`config.mk`:
```
export PLATFORM = sky130hd
export DESIGN_NAME = interrupt_return_stack
export DESIGN_NICKNAME = d
export VERILOG_FILES = /design/src/rtl/interrupt_return_stack.sv
export SDC_FILE = /design/constraint.sdc
export NUM_CORES = 1
export LEC_CHECK = 0
export CELL_PAD_IN_SITES_DETAIL_PLACEMENT = 1
export CELL_PAD_IN_SITES_GLOBAL_PLACEMENT = 1
export CORE_MARGIN = 2
export CORE_UTILIZATION = 35
export DETAILED_ROUTE_END_ITERATION = 8
export PLACE_DENSITY_LB_ADDON = 0.3
export SLEW_MARGIN = 20
export SYNTH_ARGS = -nofsm -noshare
export SYNTH_HDL_FRONTEND = slang
export SYNTH_SLANG_ARGS = --single-unit
```
`constraint.sdc`:
```
create_clock -name clk -period 14.9 [get_ports clk]
set_input_delay 1.49 -clock clk [delete_from_list [all_inputs] [get_ports clk]]
set_output_delay 1.49 -clock clk [all_outputs]
set_load 0.01 [all_outputs]
```
`src/rtl/interrupt_return_stack.sv`:
```
// interrupt_return_stack: LIFO of interrupted {return address, priority} for nested handlers; optional error flags via INTERRUPT_RETURN_STACK_ERR_EN
module interrupt_return_stack #(
  parameter int AddrWidth = 32,
  parameter int PrioWidth = 3,
  parameter int Depth = 8,
  localparam int LvlW = $clog2(Depth + 1),
  localparam int IdxW = $clog2(Depth)
) (
  input  logic                 clk,
  input  logic                 reset,
  input  logic                 push,
  input  logic [AddrWidth-1:0] push_addr,
  input  logic [PrioWidth-1:0] push_prio,
  input  logic                 pop,
  input  logic                 clear_err,
  output logic [AddrWidth-1:0] ret_addr,
  output logic [PrioWidth-1:0] ret_prio,
  output logic                 ret_valid,
  output logic [LvlW-1:0]      level,
  output logic                 overflow,
  output logic                 underflow
);
  logic [AddrWidth-1:0] addr_q [Depth];
  logic [PrioWidth-1:0] prio_q [Depth];
  logic [LvlW-1:0] level_q, level_d;
  logic full, empty, do_push, do_pop, push_err, pop_err;
  logic [IdxW-1:0] top_idx;
  assign full = level_q == LvlW'(Depth);
  assign empty = level_q == '0;
  // simultaneous push and pop is a tail-chain: the saved context is reused untouched
  assign do_push = push & ~pop & ~full;
  assign do_pop = pop & ~push & ~empty;
  assign push_err = push & ~pop & full;
  assign pop_err = pop & ~push & empty;
  assign top_idx = IdxW'(level_q - LvlW'(1));
  always_comb level_d = do_push ? level_q + LvlW'(1) : do_pop ? level_q - LvlW'(1) : level_q;
  always_ff @(posedge clk) begin
    if (reset) level_q <= '0;
    else level_q <= level_d;
  end
  always_ff @(posedge clk) begin
    if (do_push) begin
      addr_q[IdxW'(level_q)] <= push_addr;
      prio_q[IdxW'(level_q)] <= push_prio;
    end
  end
  assign ret_valid = ~empty;
  assign ret_addr = empty ? '0 : addr_q[top_idx];
  assign ret_prio = empty ? '0 : prio_q[top_idx];
  assign level = level_q;
`ifdef INTERRUPT_RETURN_STACK_ERR_EN
  logic overflow_q, underflow_q;
  always_ff @(posedge clk) begin
    if (reset) begin
      overflow_q <= 1'b0;
      underflow_q <= 1'b0;
    end else begin
      overflow_q <= push_err | (overflow_q & ~clear_err);
      underflow_q <= pop_err | (underflow_q & ~clear_err);
    end
  end
  assign overflow = overflow_q;
  assign underflow = underflow_q;
`else
  logic unused_err;
  assign unused_err = clear_err ^ push_err ^ pop_err;
  assign overflow = 1'b0;
  assign underflow = 1'b0;
`endif
endmodule
```
==> impl_results.md <==
* Status: completed
* Layout cells sized above 1 at 0.216
* Count of final setup violators at 0
* Slowest Stage Delay on Critical Path at 0.83 ns
* Vias in the first global route at 5916
* DRT met1 WL at 10800 um
* FF/Latch Area at 0.00849 mm2
* Post-synth top cells: edfxtp_1, nand2_1, mux4_2
* Worst Reg2Reg Path Length in Cells at 5
* Num CTS Buffers at 30
* Max-Cap Viols at 0
* Hold EP: level[3]
* Cell Pwr Density at 146 mW/mm2
* Clock root buffer master: clkbuf_16
* Tmin final at 5.33 ns
* Area contributors post-synth: edfxtp_1, mux4_2, nand2_1
* # resized after CTS at 0
* Die area at 0.0328 mm2
* Layout Skew at 0.0319 ns
* Hold path depth at 2
* Post-route setup TNS at 0 ns
* Layout Cells excl Fill at 1046
* Setup Buffers After CTS at 0
* Yosys top cell by area: edfxtp_1
* Worst reg2reg startpoint: level[0]
* Fin crit share at 0.358
* Avg Synthesized Cell Area at 20.7 um2
* WS Path Type: register to primary output
* Clk Latency, worst-skew pair at 0.57 ns
* Routed len/inst at 23.2 um
* Yosys warnings at 0
* Worst Setup SP: level[0]
* # H-tree levels at 1
* Initial antenna violation count at 3
* RSZ-0062 raised after global routing: no
* Slowest-stage cell, CP: dfxtp_4
* Vias per cell at 5.07
* Max Used Layer: met5
* CP Launch Type: register
* Hold buffers post-CTS at 0
* FFs w/ async S/R, synth at 0
* Crit path max-delay family: buffers and inverters
* FF-to-FF End: addr_q[7][21]
* Max VDD drop at 112 uV
* Final hold vios at 0
* Clock Path Buffers at 3
* R2R Setup Slk at 11.39 ns
* Synth Register Bits at 284
* Worst EP required at 13.41 ns
* Total I/O pin count at 82
* CP endpoint kind: primary output
* DR iter-0 viols at 331
* EDFF count, synth at 280
* Sink Count at 284
* Fmax at 188 MHz
* Synth unique cells at 31
* Placed Cells at 991
* DRC at 0
* Die width at 181 um
* Static Leak at 0.00412 uW
* Mapped Cells at 531
* Hold WC Path Type: register to register
* Core area at 0.0307 mm2
* Critical path fanouts, max at 34
* Reg clk slew, reported paths at 0.06 ns
* Bufs and invs on worst path at 3
* GRT Residual Overflow at 0
* GP Congestion at 0.709
* HPWL Detailed at 13100 um
* Top FF cell, synth: edfxtp_1
* Row cnt at 64
* Metal2 WL at 12000 um
* Total track usage at 0.149
* Area of the multi-input gates at 0.00237 mm2
* Register area share after synthesis at 0.774
* Final Slew Violations at 0
* FILL cells at 2932
* Hold Crit Start: level[3]
* First-pass GRT wire length at 36800 um
* CTS tree: yes
* IO buf count at 78
* Largest net degree at the start of global routing at 74
* WP data arrival at 3.84 ns
* Net count, final at 670
* Die H at 181 um
* Antenna Nets Post-Route at 0
* Top-area cell type share of the netlist area at 0.767
* WL met3 at 880 um
* Synth Cell Area at 0.0110 mm2
* DRT Pass-1 Iters at 4
* Vias at 5301
* Final WL at 24200 um
* Area added between synthesis and finish at 20.3%
* Critical-path cell list: inv_1 -> ha_4 -> xor2_4 -> buf_4 -> nand2_1 -> a21oi_1 -> clkdlybuf4s50_1
* Least-Margin Pin Slew at 0.900 ns
* Top-count cell post-synth: edfxtp_1
* Rel. slew slack at 0.400
* Starting Density at 0.357
==> routing by layer <==
| layer | vias to the layer above | GRT usage |
|---|---|---|
| li1 | 2349 | - |
| met1 | 2807 | 0.197 |
| met2 | 106 | 0.255 |
| met3 | 37 | 0.0258 |
| met4 | 2 | 0.0416 |
| met5 | - | 0 |
==> power breakdown <==
group          internal, uW  switching [uW]  leakage [uW]  total [uW]
clock                   387             297      0.000443         684
sequential              898            14.0       0.00256         912
combinational           156             178       0.00111         333
total                  1440             488       0.00412        1930
==> final cells by class <==
| type | instances | area share |
|---|---|---|
| repair buffers | 94 | 0.0698 |
| clock inverters | 17 | 0.0102 |
| well taps | 396 | 0.0375 |
| clock buffers | 36 | 0.0586 |
| diodes | 1 | 0.000190 |
| inverters | 3 | 0.000853 |
| flip-flops and latches | 284 | 0.644 |
| multi-input cells | 215 | 0.179 |
==> flip-flops by register name, indices dropped and copies added (netlist names) <==
register  cells
addr_q      256
prio_q       24
level         4
==> layout by cell type, fill, tap and decap left out, types with 2 or more instances in the layout <==
master	instances
a21oi_1	37
buf_4	15
clkbuf_1	6
clkbuf_16	30
clkdlybuf4s50_1	78
clkinv_1	7
clkinv_2	6
conb_1	2
dfxtp_1	3
edfxtp_1	280
inv_1	2
mux2_1	2
mux4_2	70
nand2_1	73
nor2_1	3
nor2b_1	3
nor3_1	4
nor3_2	3
nor4_2	2
==> tightest hold or removal path, stage by stage (launching register included) <==
cell and delay (ns):
dfxtp_1 0.35, nor2_1 0.12, mux2_1 0.13
==> kinds of logic (layout without fill, tap and decap cells) <==
kind of cell | count (synthesis) | count (layout) | share of synthesized area
xor gates and xnor gates | 2 | 2 | 0.00297
adders and majority gates | 2 | 2 | 0.00228
AOI/OAI and AO/OA | 41 | 41 | 0.0199
muxes | 72 | 72 | 0.146
and+or+nand+nor | 96 | 96 | 0.0371
buffers and inverters | 33 | 150 | 0.0178
other | 1 | 3 | 0.000342
DFF | 284 | 284 | 0.774
==> worst max-delay path by stage <==
stage,endpoint,slack (ns),cells after the start
6_report,ret_addr[11],9.57,7
5_1_grt,ret_addr[11],9.24,7
4_1_cts,ret_addr[0],9.26,6
3_5_place_dp,ret_addr[0],9.84,6
3_3_place_gp,ret_addr[0],9.88,6
2_1_floorplan,addr_q[0][0],9.29,3
==> metrics by stage <==
stage / area, um2 / hold WS (ns) / total power (uW) / utilization / worst slack (ns)
after floorplan: 11000 / 0.576 / 1110 / - / 9.29
after global placement: 12300 / 0.580 / 1260 / 0.399 / 9.88
after detailed placement: 12300 / 0.633 / 1270 / 0.399 / 9.84
after CTS: 13200 / 0.653 / 1950 / 0.428 / 9.26
after global routing: 13200 / 0.684 / 2000 / 0.429 / 9.24
final: 13200 / 0.636 / 1930 / 0.429 / 9.57
Note: power is estimated with default switching activity, not from simulation.
